--- src/rtl/fetch_stage.sv ---
// Instruction fetch stage. Holds the PC and the IF/ID pipeline register.
// In RUN it requests imem every cycle and advances on ihit. A decoded halt
// parks the stage in HALTED, and only reset leaves that state.
module fetch_stage #(
  parameter logic [31:0] PC_INIT   = 32'h0000_0000,
  parameter logic [31:0] NOP_INSTR = 32'h0000_0013
) (
  input  logic        CLK,
  input  logic        nRST,
  input  logic        ihit,
  input  logic [31:0] imemload,
  output logic        imemREN,
  output logic [31:0] imemaddr,
  input  logic        stall,
  input  logic        flush,
  input  logic [31:0] pc_target,
  input  logic        halt,
  output logic [31:0] instr,
  output logic [31:0] pc_out,
  output logic [31:0] npc_out,
  output logic        valid
);

  typedef enum logic {RUN = 1'b0, HALTED = 1'b1} state_t;

  state_t      state_r, state_n;
  logic [31:0] pc;
  logic [31:0] pc_plus4;
  logic        halt_go;

  // A halt only counts when it belongs to a real instruction and no redirect kills it.
  assign halt_go  = (state_r == RUN) && halt && valid && !flush;
  // The 32-bit add wraps naturally at the top of the address space.
  assign pc_plus4 = pc + 32'd4;
  assign imemaddr = pc;

  // State register.
  always_ff @(posedge CLK) begin
    if (!nRST) state_r <= RUN;
    else       state_r <= state_n;
  end

  // Next-state logic: HALTED is sticky until reset.
  always_comb begin
    state_n = state_r;
    if (halt_go) state_n = HALTED;
  end

  // Output logic: the fetch request drops while halted.
  always_comb begin
    imemREN = 1'b0;
    if (state_r == RUN) imemREN = 1'b1;
  end

  // PC and IF/ID register. Priority: flush > halt > stall > ihit > miss.
  // A bubble keeps pc_out/npc_out so the last fetched PC stays visible.
  always_ff @(posedge CLK) begin
    if (!nRST) begin
      pc      <= PC_INIT;
      instr   <= NOP_INSTR;
      pc_out  <= 32'd0;
      npc_out <= 32'd0;
      valid   <= 1'b0;
    end else if (state_r == RUN) begin
      if (flush) begin
        pc    <= {pc_target[31:2], 2'b00};
        instr <= NOP_INSTR;
        valid <= 1'b0;
      end else if (halt_go) begin
        instr <= NOP_INSTR;
        valid <= 1'b0;
      end else if (stall) begin
        // Hold everything; a concurrent ihit is dropped and refetched later.
      end else if (ihit) begin
        instr   <= imemload;
        pc_out  <= pc;
        npc_out <= pc_plus4;
        valid   <= 1'b1;
        pc      <= pc_plus4;
      end else begin
        instr <= NOP_INSTR;
        valid <= 1'b0;
      end
    end
  end

endmodule

--- config.mk ---
export PLATFORM = sky130hd
export DESIGN_NAME = fetch_stage
export DESIGN_NICKNAME = d
export VERILOG_FILES = /design/src/rtl/fetch_stage.sv
export SDC_FILE = /design/constraint.sdc
export NUM_CORES = 1
export LEC_CHECK = 0
export ABC_AREA = 1
export CORE_MARGIN = 8
export CORE_UTILIZATION = 40
export DETAILED_ROUTE_END_ITERATION = 8
export PLACE_DENSITY = 0.79
export SLEW_MARGIN = 10
export SYNTH_ARGS = -nofsm -noshare
export SYNTH_HDL_FRONTEND = slang
export SYNTH_SLANG_ARGS = --single-unit
--- constraint.sdc ---
create_clock -name CLK -period 1.6 [get_ports CLK]
set_input_delay 0.32 -clock CLK [delete_from_list [all_inputs] [get_ports CLK]]
set_output_delay 0.32 -clock CLK [all_outputs]
set_load 0.03 [all_outputs]
; ---- Word level (Yosys, flattened, before mapping)
; Cells that the tools add are included.
[classes]
addsub = 1
n_eq_ne = 3
mux = 13
bitwise_logic = 4
n_reduce_logical = 8
[ops]
columns = op, count
row1 = 32-bit two-way mux, 8
row2 = 32-bit by 3-bit adder with 32-bit output (second input constant), 1
row3 = 1-bit two-way mux, 5
row4 = 5-bit AND reduction, 1
row5 = 1-bit inverter, 4
row6 = 4-bit AND reduction, 1
row7 = 1-bit logical AND, 3
row8 = 3-bit by 1-bit inequality test with 1-bit output (second input constant), 1
row9 = 2-bit by 1-bit inequality test with 1-bit output (second input constant), 1
row10 = 2-bit inequality test (second input constant), 1
row11 = 2-bit AND reduction, 1
row12 = 2-bit nonzero test, 1
row13 = 1-bit logical NOT, 1
[word_totals]
ff_bits = 130
in_bits = 70
out_inout_bits = 130
wordCells = 35

; ---- Logic depth before layout (Yosys ltp)
[logic_depth]
depth_word = 6
mapped_depth = 10
depth_no_buf = 10

; ---- Least setup slack after synthesis
; No wires, ideal clock.
[synth_path]
kind = flip-flop to flip-flop
from = reg pc[2] (netlist: imemaddr[2])
to = reg npc_out[22]
setup_ps = 114
t_arrival_ps = 1669
required_ps = 1486
path_slack_ps = -183
path_stages_with_launch = 11
n_path_buf = 0
synth_period_minus_slack_ps = 1783
cell_sequence = dfxtp_1 ha_1 nand2_1 nor2_2 nand2_2 nor2_4 nand2_1 nand2_1 nand2_1 o21bai_1 inv_1
[synth_via]
elab_chain_len = 1
[synth_lines]
columns = item, line
row1 = "start, declared", 27  ; logic [31:0] pc;
row2 = "start signal, assigned", 66  ; pc <= {pc_target[31:2], 2'b00};
row3 = "start signal, assigned", 79  ; pc <= pc_plus4;
row4 = 32-bit by 3-bit adder with 32-bit output, 34  ; assign pc_plus4 = pc + 32'd4;
row5 = "end signal, assigned", 77  ; npc_out <= pc_plus4;
row6 = "end, declared", 20  ; output logic [31:0] npc_out,
; Every way passes these cells.
; A chain may end at the register's enable or synchronous reset.

; ---- Final worst setup path
[layout_path]
from = reg pc[21] (netlist: imemaddr[21])
to = out imemaddr[21]
[layout_lines]
columns = item, line
row1 = "end, declared", 13  ; output logic [31:0] imemaddr,
; No word-level cell between the ends.

==> impl_metrics.yaml <==
clock_network:
  cts-root-buf: "clkbuf_16"
  cts.sinks: 124
  cts-htree-levels: 4
  cts_hold_buf: 0
  cts_buffer_depth: 2
  cts_tree: "done"
  clkLatencyLatePin_ps: 420
  cts_buffers: 17
  cts.clk_slew.worst_paths_ps: 60
critical_path:
  critical_path_buf_inv_count: 1
  worstPathMaxFanout: 6
  crit_family: "flip-flops"
  worstPathArrival_ps: 1250
  reg2reg_depth: 9
  cp-start-kind: "flop"
  cp_slowest_stage_delay_ps: 420
  r2r_end: "npc_out[26]"
  endpoint_kind: "output pin"
  worstPathCellList: "clkdlybuf4s15_1"
  cp_slowest_cell: "dfxtp_1"
  crit_type: "flop to output pin"
  regToRegStartpoint: "imemaddr[9]"
  reg2reg_setup_slack_ps: 60
  timing.critical_path.required_ps: 1280
synthesis:
  yosys_most_used_dff: "dfxtp_1"
  syn_inst: 748
  synth-seq-cells: 124
  async_reset_ff_share_pct: 0
  yosys_warnings: 0
  synth_edf_count: 0
  synth_area_mm2: 0.00540
  ys_top_cells_by_count: "185 x nand2_1, 124 x dfxtp_1, 95 x a21oi_1"
  ys_types: 30
  syn_area_per_cell_um2: 7.22
  ys_seq_area_share_pct: 45.9
  synthMostInstantiatedCell: "nand2_1"
  synth_largest_area_cell: "dfxtp_1"
  synth_top_area_share_pct: 45.9
  synth_area_leaders: "dfxtp_1 46%, nand2_1 13%, a21oi_1 8.8%, o21ai_0 8.0%, nor2_1 5.9%"
status:
  outcome: "finished clean"
final_layout:
  layout.nets: 1040
  fin_util_pct: 64.5
  instances_no_fill: 1158
  syn2layout_area_growth_pct: 58.1
  layout-drive-gt1-share_pct: 16.1
  antenna_cells: 0
power:
  p_per_area_mw_per_mm2: 1010
  power.leakage_nw: 3.91
  ir_worst_vdd_mv: 0.640
worst_hold_path:
  hp-start: "nRST"
  hold_path_class: "input pin to flop"
  holdPathStages: 3
  holdPathEnd: "instr[0]"
detailed_routing:
  routed_wl_um: 19100
  drc: 0
  drtIter0Drc: 423
  dr_total_vias: 5785
  ant_nets: 0
  first_pass_iters: 5
  avgViaCountPerCell: 5.00
  wl_per_cell_um: 16.5
floorplanning:
  pin_count: 200
  rows: 42
  core-area_mm2: 0.0132
  die_x_um: 132
  die_h_um: 132
  initial_utilization_pct: 40.8
  die_area_mm2: 0.0175
timing:
  fmax_mhz: 637
  rsz0062_at_grt: "true"
  layout_setup_ws_ps: 29.3
  slew_viol_final: 0
  finalCritPeriodShare_pct: 98.2
  clock_skew_ps: 6.86
  finalSetupViolCount: 0
  finalCriticalPeriod_ps: 1570
  hold_viol: 0
placement:
  portBuffers: 191
  place_hpwl_um: 13900
  placed_cells: 1125
  place_congestion: 0.894
  place_ws_ps: -233
grt:
  antenna_found_initial: 0
  track_usage_pct: 21.2
  overflow: 0
  grt_max_degree: 48
  grt_pass1_vias: 5637
  grt_pass1_wl_um: 29800
run:
  drv_cap: 0
-- registers in the layout, summed over array words and instances, names as in the netlist --
name and count:
instr 32, imemaddr 30, npc_out 30, pc_out 30, state_r 1, valid 1
-- per-layer routing --
metal / track usage (%) / share of wire [%]
met5: 0 / 0
met1: 26.0 / 42
met4: 9.02 / 2.6
met3: 5.91 / 7.6
met2: 34.2 / 48
-- layout by cell type (no fill, tap or decap), drive strengths merged --
master	Yosys	routed
nand2	187	187
bufinv	0	2
o21a	5	5
a31oi	4	4
xor2	11	11
a21oi	95	95
dlygate4sd2	0	96
clkinv	1	5
o21ai	86	86
buf	26	62
conb	1	6
nand3b	8	8
nor2	96	96
clkdlybuf4s15	0	19
a21o	1	1
dfxtp	124	124
ha	1	1
inv	43	43
clkbuf	23	28
a211oi	1	1
nand3	10	10
o22ai	3	3
clkdlybuf4s50	0	66
and2	3	3
xnor2	4	4
clkinvlp	0	1
o21bai	15	15
-- logic make-up (layout without fill, tap and decap cells) --
group,after synthesis,after routing,synth area share [%]
buf+inv,93,322,7.36
compound gates,210,210,20.6
simple gates,304,304,23.2
flops,124,124,45.9
other cells,1,6,0.0694
fa+ha+maj,1,1,0.231
xor+xnor,15,15,2.57
-- stage by stage --
| stage | area, µm² | hold WS [ps] | setup TNS (ps) | power [mW] |
|---|---|---|---|---|
| final | 8540 | 340 | 0 | 8.65 |
| after global routing | 8540 | 340 | -226 | 8.95 |
| after CTS | 8410 | 322 | 0 | 8.66 |
| after detailed placement | 7940 | 453 | -20020 | 5.02 |
| after global placement | 7940 | 446 | -15430 | 5.00 |
| after floorplan | 5430 | 449 | 0 | 4.20 |
-- layout make-up --
| type | count | area [µm²] |
|---|---|---|
| fill | 1131 | 4700 |
| timing repair buffer | 246 | 2410 |
| sequential | 124 | 2520 |
| clock buffer | 25 | 485 |
| tap | 176 | 220 |
| inverter | 44 | 165 |
| clock inverter | 7 | 87.6 |
| multi-input combinational | 536 | 2660 |
-- worst max-delay path by stage --
stage                             from      endpoint  slack (ps)  cells after the start
after floorplan            imemaddr[5]   npc_out[22]          20                      9
after global placement           stall   npc_out[19]        -180                      8
after detailed placement         stall     instr[10]        -230                      8
after CTS                 imemaddr[25]  imemaddr[25]         0.2                      1
after global routing       imemaddr[2]   npc_out[22]         -70                     10
final                     imemaddr[21]  imemaddr[21]          30                      1
-- power by group --
part | total (mW) | internal, mW | leakage (nW) | switching (mW)
logic | 1.50 | 0.628 | 2.61 | 0.872
clock network | 3.74 | 2.40 | 0.281 | 1.34
registers | 3.41 | 3.26 | 1.02 | 0.149
total | 8.65 | 6.29 | 3.91 | 2.36
-- timing repair --
action                                  4_1_cts  5_1_grt
resized for setup                           147       55
endpoints found under the setup margin      125       59
pin swaps                                     1       12
setup buffers                                 0        1
Note: power is estimated with default switching activity, not from simulation.
